==> src/rtl/accel_pkg.sv <==
// ============================================================================
// Package  : accel_pkg
// Brief    : Shared types and constants for the accelerator DMA arbiter.
// Revision : 1.0 - initial release
// ============================================================================
`default_nettype none

package accel_pkg;

    localparam int DEF_ADDR_W = 32;
    localparam int DEF_DATA_W = 256;
    localparam int DEF_LEN_W  = 8;

    localparam logic OWNER_A = 1'b0;
    localparam logic OWNER_B = 1'b1;

    typedef enum logic [1:0] {
        ST_IDLE      = 2'd0,
        ST_ISSUE     = 2'd1,
        ST_XFER      = 2'd2,
        ST_WAIT_DONE = 2'd3
    } state_e;

endpackage

`default_nettype wire

==> src/rtl/accel_dma_arbiter_if.sv <==
// ============================================================================
// Interface: accel_dma_arbiter_if
// Brief    : Requester A/B, DMA engine and status signals of the arbiter.
// Revision : 1.0 - initial release
// ============================================================================
`default_nettype none

interface accel_dma_arbiter_if
    import accel_pkg::*;
#(
    parameter int ADDR_W = DEF_ADDR_W,
    parameter int DATA_W = DEF_DATA_W,
    parameter int LEN_W  = DEF_LEN_W
);
    logic              req_a,   req_b;
    logic [ADDR_W-1:0] addr_a,  addr_b;
    logic [LEN_W-1:0]  len_a,   len_b;
    logic              gnt_a,   gnt_b;
    logic              valid_a, valid_b;
    logic              ready_a, ready_b;
    logic [DATA_W-1:0] data_a,  data_b;
    logic              done_a,  done_b;

    logic              dma_start;
    logic [ADDR_W-1:0] dma_addr;
    logic [LEN_W-1:0]  dma_len;
    logic              dma_valid;
    logic              dma_ready;
    logic [DATA_W-1:0] dma_data;
    logic              dma_done;

    logic              busy;
    logic              owner;
    logic              err;

    // Arbiter side
    modport slave (
        input  req_a, req_b, addr_a, addr_b, len_a, len_b, ready_a, ready_b,
        input  dma_valid, dma_data, dma_done,
        output gnt_a, gnt_b, valid_a, valid_b, data_a, data_b, done_a, done_b,
        output dma_start, dma_addr, dma_len, dma_ready,
        output busy, owner, err
    );

    // Requester / DMA environment side
    modport master (
        output req_a, req_b, addr_a, addr_b, len_a, len_b, ready_a, ready_b,
        output dma_valid, dma_data, dma_done,
        input  gnt_a, gnt_b, valid_a, valid_b, data_a, data_b, done_a, done_b,
        input  dma_start, dma_addr, dma_len, dma_ready,
        input  busy, owner, err
    );

endinterface

`default_nettype wire

==> src/rtl/accel_rr_arb2.sv <==
// ============================================================================
// Module   : accel_rr_arb2
// Brief    : Two-way round-robin pick; on a tie the previous owner loses.
// Revision : 1.0 - initial release
// ============================================================================
`default_nettype none

module accel_rr_arb2
    import accel_pkg::*;
(
    input  logic req_a,
    input  logic req_b,
    input  logic last_owner,
    output logic grant,
    output logic winner
);

    always_comb begin
        grant  = req_a | req_b;
        winner = OWNER_A;
        if (req_a && req_b) begin
            winner = ~last_owner;
        end else if (req_b) begin
            winner = OWNER_B;
        end
    end

endmodule

`default_nettype wire

==> src/rtl/accel_dma_arbiter.sv <==
// ============================================================================
// Module   : accel_dma_arbiter
// Brief    : Arbitrates two requesters onto one DMA burst engine and routes
//            the returned beats to the owner. Build option ACC_ARB_TIMEOUT_EN
//            adds a stall timeout that aborts the burst and sets sticky err.
// Revision : 1.0 - initial release
// ============================================================================
`default_nettype none

module accel_dma_arbiter
    import accel_pkg::*;
#(
    parameter int ADDR_W  = DEF_ADDR_W,
    parameter int DATA_W  = DEF_DATA_W,
    parameter int LEN_W   = DEF_LEN_W,
    parameter int TIMEOUT = 1024
) (
    input  logic                 clk,
    input  logic                 rst,
    accel_dma_arbiter_if.slave   bus
);

    localparam logic [LEN_W-1:0] C_LEN_ONE = LEN_W'(1);

    state_e            state_q, state_d;
    logic [ADDR_W-1:0] addr_q, addr_d;
    logic [LEN_W-1:0]  len_q, len_d;
    logic [LEN_W-1:0]  cnt_q, cnt_d;
    logic              owner_q, owner_d;
    logic              last_owner_q, last_owner_d;
    logic              done_a_q, done_a_d;
    logic              done_b_q, done_b_d;
    logic              err_q, err_d;

    logic w_req_a, w_req_b, w_grant, w_winner;
    logic w_in_xfer, w_owner_ready, w_dma_ready;
    logic w_hs, w_last_hs, w_abort, w_finish;

    // Zero-length requests never reach arbitration
    assign w_req_a = bus.req_a & (bus.len_a != '0);
    assign w_req_b = bus.req_b & (bus.len_b != '0);

    accel_rr_arb2 u_rr_arb (
        .req_a      (w_req_a),
        .req_b      (w_req_b),
        .last_owner (last_owner_q),
        .grant      (w_grant),
        .winner     (w_winner)
    );

    assign w_in_xfer     = (state_q == ST_XFER);
    assign w_owner_ready = (owner_q == OWNER_B) ? bus.ready_b : bus.ready_a;
    assign w_dma_ready   = w_in_xfer & w_owner_ready;
    assign w_hs          = bus.dma_valid & w_dma_ready;
    assign w_last_hs     = w_hs & (cnt_q == (len_q - C_LEN_ONE));

`ifdef ACC_ARB_TIMEOUT_EN
    localparam int STALL_W = $clog2(TIMEOUT + 1);

    logic [STALL_W-1:0] stall_q, stall_d;

    always_comb begin
        stall_d = '0;
        w_abort = 1'b0;
        if ((state_q == ST_XFER) || (state_q == ST_WAIT_DONE)) begin
            if (!w_hs) begin
                stall_d = stall_q + STALL_W'(1);
                w_abort = (stall_d == STALL_W'(TIMEOUT));
            end
        end
    end

    always_ff @(posedge clk or posedge rst) begin
        if (rst) begin
            stall_q <= '0;
        end else begin
            stall_q <= stall_d;
        end
    end
`else
    logic unused_timeout;

    assign w_abort        = 1'b0;
    assign unused_timeout = (TIMEOUT != 0);
`endif

    always_comb begin
        state_d      = state_q;
        addr_d       = addr_q;
        len_d        = len_q;
        cnt_d        = cnt_q;
        owner_d      = owner_q;
        last_owner_d = last_owner_q;
        done_a_d     = 1'b0;
        done_b_d     = 1'b0;
        err_d        = err_q;
        w_finish     = 1'b0;

        case (state_q)
            ST_IDLE: begin
                if (w_grant) begin
                    state_d = ST_ISSUE;
                    owner_d = w_winner;
                    addr_d  = (w_winner == OWNER_B) ? bus.addr_b : bus.addr_a;
                    len_d   = (w_winner == OWNER_B) ? bus.len_b  : bus.len_a;
                    cnt_d   = '0;
                end
            end
            ST_ISSUE: begin
                state_d = ST_XFER;
            end
            ST_XFER: begin
                if (w_hs) begin
                    cnt_d = cnt_q + C_LEN_ONE;
                end
                // dma_done is only meaningful together with or after the last beat
                if (w_last_hs) begin
                    if (bus.dma_done) begin
                        w_finish = 1'b1;
                    end else begin
                        state_d = ST_WAIT_DONE;
                    end
                end else if (w_abort) begin
                    w_finish = 1'b1;
                    err_d    = 1'b1;
                end
            end
            ST_WAIT_DONE: begin
                if (bus.dma_done) begin
                    w_finish = 1'b1;
                end else if (w_abort) begin
                    w_finish = 1'b1;
                    err_d    = 1'b1;
                end
            end
            default: begin
                state_d = ST_IDLE;
            end
        endcase

        if (w_finish) begin
            state_d      = ST_IDLE;
            last_owner_d = owner_q;
            done_a_d     = (owner_q == OWNER_A);
            done_b_d     = (owner_q == OWNER_B);
        end
    end

    always_ff @(posedge clk or posedge rst) begin
        if (rst) begin
            state_q      <= ST_IDLE;
            addr_q       <= '0;
            len_q        <= '0;
            cnt_q        <= '0;
            owner_q      <= OWNER_A;
            last_owner_q <= OWNER_B;
            done_a_q     <= 1'b0;
            done_b_q     <= 1'b0;
            err_q        <= 1'b0;
        end else begin
            state_q      <= state_d;
            addr_q       <= addr_d;
            len_q        <= len_d;
            cnt_q        <= cnt_d;
            owner_q      <= owner_d;
            last_owner_q <= last_owner_d;
            done_a_q     <= done_a_d;
            done_b_q     <= done_b_d;
            err_q        <= err_d;
        end
    end

    assign bus.gnt_a     = (state_q == ST_ISSUE) & (owner_q == OWNER_A);
    assign bus.gnt_b     = (state_q == ST_ISSUE) & (owner_q == OWNER_B);
    assign bus.dma_start = (state_q == ST_ISSUE);
    assign bus.dma_addr  = addr_q;
    assign bus.dma_len   = len_q;
    assign bus.dma_ready = w_dma_ready;

    assign bus.valid_a   = w_in_xfer & (owner_q == OWNER_A) & bus.dma_valid;
    assign bus.valid_b   = w_in_xfer & (owner_q == OWNER_B) & bus.dma_valid;
    assign bus.data_a    = w_in_xfer ? bus.dma_data : '0;
    assign bus.data_b    = w_in_xfer ? bus.dma_data : '0;

    assign bus.done_a    = done_a_q;
    assign bus.done_b    = done_b_q;
    assign bus.busy      = (state_q != ST_IDLE);
    assign bus.owner     = owner_q;
    assign bus.err       = err_q;

endmodule

`default_nettype wire

==> src/flat_wrapper.sv <==
// flat-port wrapper written by rule: the top's interface ports become plain ports
module accel_dma_arbiter_flat import accel_pkg::*;
#(
    parameter int ADDR_W  = DEF_ADDR_W,
    parameter int DATA_W  = DEF_DATA_W,
    parameter int LEN_W   = DEF_LEN_W,
    parameter int TIMEOUT = 1024
)
  (clk, rst, bus_req_a, bus_req_b, bus_addr_a, bus_addr_b, bus_len_a, bus_len_b, bus_ready_a, bus_ready_b, bus_dma_valid, bus_dma_data, bus_dma_done, bus_gnt_a, bus_gnt_b, bus_valid_a, bus_valid_b, bus_data_a, bus_data_b, bus_done_a, bus_done_b, bus_dma_start, bus_dma_addr, bus_dma_len, bus_dma_ready, bus_busy, bus_owner, bus_err);
  accel_dma_arbiter_if #(.ADDR_W(ADDR_W), .DATA_W(DATA_W), .LEN_W(LEN_W)) bus_i ();
  input  logic clk;
  input  logic rst;
  input wire logic [$bits(bus_i.req_a)-1:0] bus_req_a;
  input wire logic [$bits(bus_i.req_b)-1:0] bus_req_b;
  input wire logic [$bits(bus_i.addr_a)-1:0] bus_addr_a;
  input wire logic [$bits(bus_i.addr_b)-1:0] bus_addr_b;
  input wire logic [$bits(bus_i.len_a)-1:0] bus_len_a;
  input wire logic [$bits(bus_i.len_b)-1:0] bus_len_b;
  input wire logic [$bits(bus_i.ready_a)-1:0] bus_ready_a;
  input wire logic [$bits(bus_i.ready_b)-1:0] bus_ready_b;
  input wire logic [$bits(bus_i.dma_valid)-1:0] bus_dma_valid;
  input wire logic [$bits(bus_i.dma_data)-1:0] bus_dma_data;
  input wire logic [$bits(bus_i.dma_done)-1:0] bus_dma_done;
  output wire logic [$bits(bus_i.gnt_a)-1:0] bus_gnt_a;
  output wire logic [$bits(bus_i.gnt_b)-1:0] bus_gnt_b;
  output wire logic [$bits(bus_i.valid_a)-1:0] bus_valid_a;
  output wire logic [$bits(bus_i.valid_b)-1:0] bus_valid_b;
  output wire logic [$bits(bus_i.data_a)-1:0] bus_data_a;
  output wire logic [$bits(bus_i.data_b)-1:0] bus_data_b;
  output wire logic [$bits(bus_i.done_a)-1:0] bus_done_a;
  output wire logic [$bits(bus_i.done_b)-1:0] bus_done_b;
  output wire logic [$bits(bus_i.dma_start)-1:0] bus_dma_start;
  output wire logic [$bits(bus_i.dma_addr)-1:0] bus_dma_addr;
  output wire logic [$bits(bus_i.dma_len)-1:0] bus_dma_len;
  output wire logic [$bits(bus_i.dma_ready)-1:0] bus_dma_ready;
  output wire logic [$bits(bus_i.busy)-1:0] bus_busy;
  output wire logic [$bits(bus_i.owner)-1:0] bus_owner;
  output wire logic [$bits(bus_i.err)-1:0] bus_err;
  assign bus_i.req_a = bus_req_a;
  assign bus_i.req_b = bus_req_b;
  assign bus_i.addr_a = bus_addr_a;
  assign bus_i.addr_b = bus_addr_b;
  assign bus_i.len_a = bus_len_a;
  assign bus_i.len_b = bus_len_b;
  assign bus_i.ready_a = bus_ready_a;
  assign bus_i.ready_b = bus_ready_b;
  assign bus_i.dma_valid = bus_dma_valid;
  assign bus_i.dma_data = bus_dma_data;
  assign bus_i.dma_done = bus_dma_done;
  assign bus_gnt_a = bus_i.gnt_a;
  assign bus_gnt_b = bus_i.gnt_b;
  assign bus_valid_a = bus_i.valid_a;
  assign bus_valid_b = bus_i.valid_b;
  assign bus_data_a = bus_i.data_a;
  assign bus_data_b = bus_i.data_b;
  assign bus_done_a = bus_i.done_a;
  assign bus_done_b = bus_i.done_b;
  assign bus_dma_start = bus_i.dma_start;
  assign bus_dma_addr = bus_i.dma_addr;
  assign bus_dma_len = bus_i.dma_len;
  assign bus_dma_ready = bus_i.dma_ready;
  assign bus_busy = bus_i.busy;
  assign bus_owner = bus_i.owner;
  assign bus_err = bus_i.err;
  accel_dma_arbiter #(.ADDR_W(ADDR_W), .DATA_W(DATA_W), .LEN_W(LEN_W), .TIMEOUT(TIMEOUT)) u_core (.clk(clk), .rst(rst), .bus(bus_i));
endmodule
==> config.mk <==
export PLATFORM = sky130hd
export DESIGN_NAME = accel_dma_arbiter_flat
export DESIGN_NICKNAME = d
export VERILOG_FILES = /design/src/rtl/accel_pkg.sv /design/src/rtl/accel_dma_arbiter_if.sv /design/src/rtl/accel_rr_arb2.sv /design/src/rtl/accel_dma_arbiter.sv /design/src/flat_wrapper.sv
export SDC_FILE = /design/constraint.sdc
export NUM_CORES = 1
export LEC_CHECK = 0
export BUFFER_PORTS_ARGS = -buffer_cell sky130_fd_sc_hd__buf_2
export CORE_AREA = 2 2 350 352
export DETAILED_ROUTE_END_ITERATION = 7
export DIE_AREA = 0 0 352 354
export GPL_TIMING_DRIVEN = 1
export PLACE_DENSITY_LB_ADDON = 0.2
export SYNTH_ARGS = -nofsm -noshare
export SYNTH_HDL_FRONTEND = slang
export SYNTH_HIERARCHICAL = 1
export SYNTH_SLANG_ARGS = --single-unit
==> constraint.sdc <==
create_clock -name clk -period 2.45 [get_ports clk]
set_input_delay 0.245 -clock clk [delete_from_list [all_inputs] [get_ports clk]]
set_output_delay 0.245 -clock clk [all_outputs]
set_load 0.02 [all_outputs]
==> flow_summary.yaml, run 1 <==
status:
  status: "finished, final reports clean"
placed_design:
  io_buffers: 905
  gp_congestion: 0.914
  dp_hpwl_um: 54500
setup_path:
  rrSetupSlack_ns: 0.18
  slowest_delay_ns: 0.42
  critPathSlowestCell: "dfrtp_1"
  endpoint_kind: "output pin"
  r2r-start: "u_core/bus.dma_len[1]$_DFFE_PP0P_"
  critPathRequiredTime_ns: 2.20
  crit_path_max_fanout: 88
  r2r_cells: 8
  crit_path_start_kind: "flop"
  critical_path_class: "reg2out"
  cp_data_arrival_time_ns: 2.09
  cp_cell_sequence: "inv_1 > ha_4 > buf_12 > buf_16 > and2_2 > buf_2"
  r2r_end: "u_core/last_owner_q$_DFFE_PP1N_"
grt:
  grt_start_max_net_pins: 89
  antenna_found_initial: 58
  grt_usage_pct: 8.92
  grt_pass1_wl_um: 74800
  grt_overflow: 0
  grt.met3_usage_pct: 2.81
  grt_pass1_vias: 7607
  grt_busiest_layer: "met2"
  met2_usage_pct: 15.4
  grtUsageMet1_pct: 10.9
synth:
  ys_warn_count: 6
  yosysMostFrequentCell: "and2_1"
  seq_area_frac_synth_pct: 20.7
  syn-num-nets: 1186
  synth_edf_count: 0
  ys.flop_type: "dfrtp_1"
  synth_area_leaders: "buf_4 (30%), and2_1 (25%), dfrtp_1 (20%)"
  synth_async_sr_flop_share_pct: 100
  synth_cell_types: 43
  netlist_area_um2: 6530
  ys_seq_elements: 54
  syn_inst: 836
  netlist_top_cells_count: "and2_1 (259), buf_4 (257), dfrtp_1 (53), nor2_1 (51), a21oi_1 (46)"
  syn_avg_cell_area_um2: 7.82
  synth_top_area_share_pct: 29.5
  yosys.area.top_type: "buf_4"
sta:
  finalSetupViolCount: 0
  finalHoldViolCount: 0
  tightestPinTransition_ns: 0.509
  skew_ns: 0.00603
  relSlewSlack_pct: 66.1
  setup_tns_ns: 0
  hold_slack_ns: 0.236
  fmax_mhz: 429
  finalMaxSlewViolations: 0
  fin_crit_ns: 2.33
  min_period_over_period_pct: 95.1
cells_and_area:
  fin_util_pct: 9.42
  drive_gt1_share_pct: 64.8
  register_area_um2: 1350
  multi_input_area_um2: 3070
  nNetsFinal: 1811
  syn2layout_area_growth_pct: 74.3
  fillCellCount: 14300
clocking:
  cts_sinks: 54
  root_buffer: "clkbuf_16"
  cts_max_path_buffers: 2
  cts_buffers: 5
  insertion_delay_ns: 0.31
  tritoncts: "built"
  cts.htree.levels: 2
  post_cts_buffers: 0
  clk_pin_slew_ns: 0.07
power:
  pwr_density_cell_nw_per_um2: 317
  p_leak_nw: 5.89
  vdd_drop_max_uv: 226
worst_hold_path:
  hp-class: "in2reg"
  hp-start: "bus_addr_a[25]"
  hold_end: "u_core/bus.dma_addr[25]$_DFFE_PP0P_"
  holdPathStages: 3
die:
  start_util_pct: 5.40
  die_h_um: 354
  core-area_um2: 121000
  chipWidth_um: 352
  fp-row-count: 128
  dieArea_um2: 125000
  boundaryPins: 907
routing:
  drt_pass1_iterations: 4
  drt_iter0_drc: 316
  wl_per_cell_um: 19.2
  via_count: 8007
  drtAntennaViolNets: 0
  wl_um: 59600
  viasPerCell: 2.58
  drcViolationCount: 0
job:
  drv_cap: 0
## stage by stage
step	power [W]	cells	area (µm²)	worst slack, ns
3_3_place_gp	0.00296	3078	11200	0.155
4_1_cts	0.00369	3086	11300	0.0294
5_1_grt	0.00381	3087	11400	-0.00253
3_5_place_dp	0.00293	3078	11200	0.154
6_report	0.00361	3101	11400	0.119
2_1_floorplan	0.00226	836	6530	0.179
## logic make-up (layout without fill, tap and decap cells)
| group | Yosys count | count (layout) | synth area share [%] |
|---|---|---|---|
| simple gates | 343 | 343 | 30.8 |
| fa+ha+maj | 6 | 6 | 1.15 |
| other cells | 1 | 16 | 0.0574 |
| flops | 54 | 54 | 20.7 |
| compound gates | 63 | 63 | 5.94 |
| buf+inv | 311 | 936 | 32.8 |
| xor+xnor | 15 | 15 | 2.01 |
| mux | 43 | 43 | 6.63 |
## worst max path at each step
stage	startpoint	end	slack, ns	depth (start not counted)
floorplan	u_core/bus.dma_len[0]$_DFFE_PP0P_	u_core/last_owner_q$_DFFE_PP1N_	0.18	8
global placement	bus_len_a[2]	u_core/cnt_q[5]$_DFFE_PP0P_	0.16	10
detailed placement	bus_len_a[2]	u_core/cnt_q[6]$_DFFE_PP0P_	0.15	10
CTS	u_core/state_q[0]$_DFFE_PP0P_	bus_data_a[193]	0.03	6
global route	u_core/state_q[0]$_DFFE_PP0P_	bus_data_a[229]	-0.003	6
finish	u_core/state_q[0]$_DFFE_PP0P_	bus_data_a[193]	0.12	6
## placed cells by master, fill, tap and decap left out, types with 4 or more instances in the layout
| cell | instances |
|---|---|
| nor2b_1 | 4 |
| nand3_1 | 6 |
| xor2_1 | 8 |
| nor2_1 | 51 |
| buf_12 | 4 |
| buf_2 | 904 |
| a21oi_1 | 46 |
| buf_4 | 10 |
| and3_1 | 5 |
| clkbuf_16 | 5 |
| and2_2 | 7 |
| dfrtp_1 | 53 |
| diode_2 | 15 |
| nand2_1 | 4 |
| ha_1 | 5 |
| mux2i_1 | 41 |
| nor4_1 | 5 |
| inv_1 | 7 |
| and2_1 | 252 |
| xnor2_1 | 7 |
## final cells by class
cell class / instances / share of cell area (%)
Sequential cell: 54 / 11.9
Tap cell: 1625 / 17.9
Timing Repair Buffer: 921 / 41.5
Multi-Input combinational cell: 471 / 27.0
Clock buffer: 5 / 1.10
Inverter: 8 / 0.264
Clock inverter: 2 / 0.0879
Antenna cell: 15 / 0.330
## power breakdown
part           switching, W  internal, W  leakage [nW]
sequential        0.0000634     0.000923         0.738
clock              0.000344     0.000371        0.0695
combinational       0.00121     0.000699          5.08
total               0.00162      0.00199          5.89
## repair_timing
action / CTS / global route
hold endpoints to repair: 12 / 0
endpoints found under the setup margin: 0 / 24
resized for setup: 0 / 8
hold buffers: 1 / 0
## sequential cells by signal, indices dropped and copies added (netlist names)
name / flops
u_core/bus.dma_addr: 32
u_core/bus.dma_len: 8
u_core/bus.done_a: 1
u_core/bus.done_b: 1
u_core/bus.owner: 1
u_core/cnt_q: 8
u_core/last_owner_q: 1
u_core/state_q: 2
## per-layer routing
layer  vias up  routed length, µm
met2       592              28200
met5         -                 81
met3       123               5650
met4        14               1590
li1       3643                  -
met1      3635              24100
## worst max-delay path: cells and delay by family (launching register included)
| family | cells | cell delay, ns |
|---|---|---|
| buf+inv | 4 | 0.76 |
| flops | 1 | 0.42 |
| simple gates | 1 | 0.29 |
| fa+ha+maj | 1 | 0.19 |
Note: power is estimated with default switching activity, not from simulation.
==> inputs of run 2 (changes only) <==
==> constraint.sdc (replaced) <==
create_clock -name clk -period 2.45 [get_ports clk]
set_input_delay 0.1225 -clock clk [delete_from_list [all_inputs] [get_ports clk]]
set_output_delay 0.1225 -clock clk [all_outputs]
set_load 0.02 [all_outputs]
==> run 2 against run 1 <==
- non-clock buffer count decreased by 2
- critical endpoint is now bus_data_a[18]
- setup slack better by 0.082 ns
- die area is the same
- core utilization barely moved
- clock skew up 0.0044 ns
- first-iteration DRC count rose by 25%
- maximum frequency rose by 3.7%
- combinational power hardly changed
==> flow_summary.yaml, run 2 (synthesis gave the netlist of run 1 again) <==
grt:
  grt_pass1_wl_um: 75000
  grt_pass1_vias: 7526
  grt_usage_pct: 8.96
  grt_start_max_net_pins: 109
  grt_overflow: 0
  antenna_found_initial: 65
clocking:
  post_cts_buffers: 0
  clk_pin_slew_ns: 0.08
  cts_max_path_buffers: 2
  cts_sinks: 54
  root_buffer: "clkbuf_16"
  cts_buffers: 5
  tritoncts: "built"
  cts.htree.levels: 2
  insertion_delay_ns: 0.32
power:
  total_power_w: 0.00375
  vdd_drop_max_uv: 230
  clockPowerShare_pct: 22.7
  power.internal_w: 0.00211
  switching_share_pct: 43.9
  pwr_density_cell_nw_per_um2: 330
  p_leak_nw: 5.88
  p_sw_w: 0.00165
  seq_power_share_pct: 26.4
  combPwrFrac_pct: 50.9
setup_path:
  cp_cell_sequence: "inv_1 > ha_4 > buf_4 > and2_1 > buf_2"
  critical_path_class: "reg2out"
  crit_path_max_fanout: 47
  crit_path_start_kind: "flop"
  critPathRequiredTime_ns: 2.33
  crit_family: "buffers and inverters"
  r2r-start: "u_core/bus.dma_len[1]$_DFFE_PP0P_"
  slowest_delay_ns: 0.42
  cp_data_arrival_time_ns: 2.13
  startpoint: "u_core/state_q[0]$_DFFE_PP0P_"
  critPathSlowestCell: "dfrtp_1"
  endpoint_kind: "output pin"
  path_buf_inv: 3
sta:
  setup_tns_ns: 0
  finalSetupViolCount: 0
  fmax_mhz: 445
  finalMaxSlewViolations: 0
  rsz0062_at_grt: "no"
  finalHoldViolCount: 0
  timing.final.ws_setup_ns: 0.201
  hold_slack_ns: 0.106
  fin_crit_ns: 2.25
  min_period_over_period_pct: 91.8
  skew_ns: 0.0104
die:
  boundaryPins: 907
  die_h_um: 354
  chipWidth_um: 352
  fp-row-count: 128
  start_util_pct: 5.40
  dieArea_um2: 125000
  core-area_um2: 121000
placed_design:
  gp_congestion: 0.879
  dp_hpwl_um: 54700
  dp_cells: 3076
  pre_cts_ws_ns: 0.212
  io_buffers: 905
status:
  status: "finished, final reports clean"
cells_and_area:
  mostFrequentLayoutCells: "buf_2 (905), and2_1 (258), dfrtp_1 (52), nor2_1 (51), a21oi_1 (46)"
  syn2layout_area_growth_pct: 74.0
  nNetsFinal: 1809
  fillCellCount: 14300
  final_cells: 3099
  mostFrequentLayoutCell: "buf_2"
  largest_reg_flops: 32
  drive_gt1_share_pct: 64.4
worst_hold_path:
  hp-class: "in2reg"
  hp-start: "bus_addr_a[28]"
routing:
  drt_pass1_iterations: 4
  wl_per_cell_um: 19.2
  drtAntennaViolNets: 0
  viasPerCell: 2.59
  via_count: 8023
  drcViolationCount: 0
  wl_um: 59700
  drt_iter0_drc: 395
job:
  drv_cap: 0
run 2: power by group through the flow:
stage | combinational, W | clock, W | sequential [W]
finish | 0.00191 | 0.000852 | 0.000989
floorplan | 0.00130 | 0 | 0.000968
global route | 0.00203 | 0.000928 | 0.000998
global placement | 0.00196 | 0 | 0.00101
CTS | 0.00194 | 0.000897 | 0.000990
detailed placement | 0.00193 | 0 | 0.00101
run 2: path summary, 6_finish.rpt:
check / to / slack, ns / cells after the start
worst min register to register: u_core/bus.dma_addr[16]$_DFFE_PP0P_ / 0.52 / 2
worst max register to register: u_core/state_q[0]$_DFFE_PP0P_ / 0.25 / 8
min in group asynchronous: u_core/bus.dma_addr[1]$_DFFE_PP0P_ / 0.31 / 3
worst max-delay path: bus_data_a[18] / 0.20 / 5
worst min-delay path: u_core/bus.dma_addr[28]$_DFFE_PP0P_ / 0.11 / 3
max in group asynchronous: u_core/last_owner_q$_DFFE_PP1N_ / 1.59 / 4
run 2: what timing repair did:
item,CTS,global route
hold buffers,1,0
resized for setup,0,1
setup endpoints to repair,0,1
endpoints found under the hold margin,9,0
run 2: final cells by class:
| cell class | instances | area [µm²] | share of cell area, % |
|---|---|---|---|
| Tap cell | 1625 | 2030 | 17.9 |
| Antenna cell | 14 | 35.0 | 0.308 |
| Timing Repair Buffer | 919 | 4690 | 41.2 |
| Clock buffer | 6 | 129 | 1.13 |
| Inverter | 8 | 30.0 | 0.264 |
| Multi-Input combinational cell | 471 | 3070 | 27.0 |
| Clock inverter | 2 | 37.5 | 0.330 |
| Sequential cell | 54 | 1350 | 11.9 |
run 2: layer usage:
metal | share of wire (%) | global-route usage (%) | vias to the layer above
li1 | - | - | 3640
met1 | 42 | 11.1 | 3660
met2 | 47 | 15.2 | 593
met3 | 8.4 | 2.72 | 118
met4 | 2.8 | 1.90 | 12
met5 | 0.11 | 0 | -
run 2: stage by stage:
step	area (µm²)	util, %
final	11400	9.40
after global routing	11300	9.38
after CTS	11300	9.37
after detailed placement	11200	9.23
after global placement	11200	9.23
after floorplan	6530	-
run 2: worst reg2reg max path, cell delays in order (launching register included):
cell      delay [ns]
dfrtp_2         0.42
inv_1           0.06
ha_1            0.28
xor2_1          0.15
nand2_1         0.07
a311o_1         0.38
o41ai_4         0.39
a21oi_1         0.11
a311oi_1        0.24
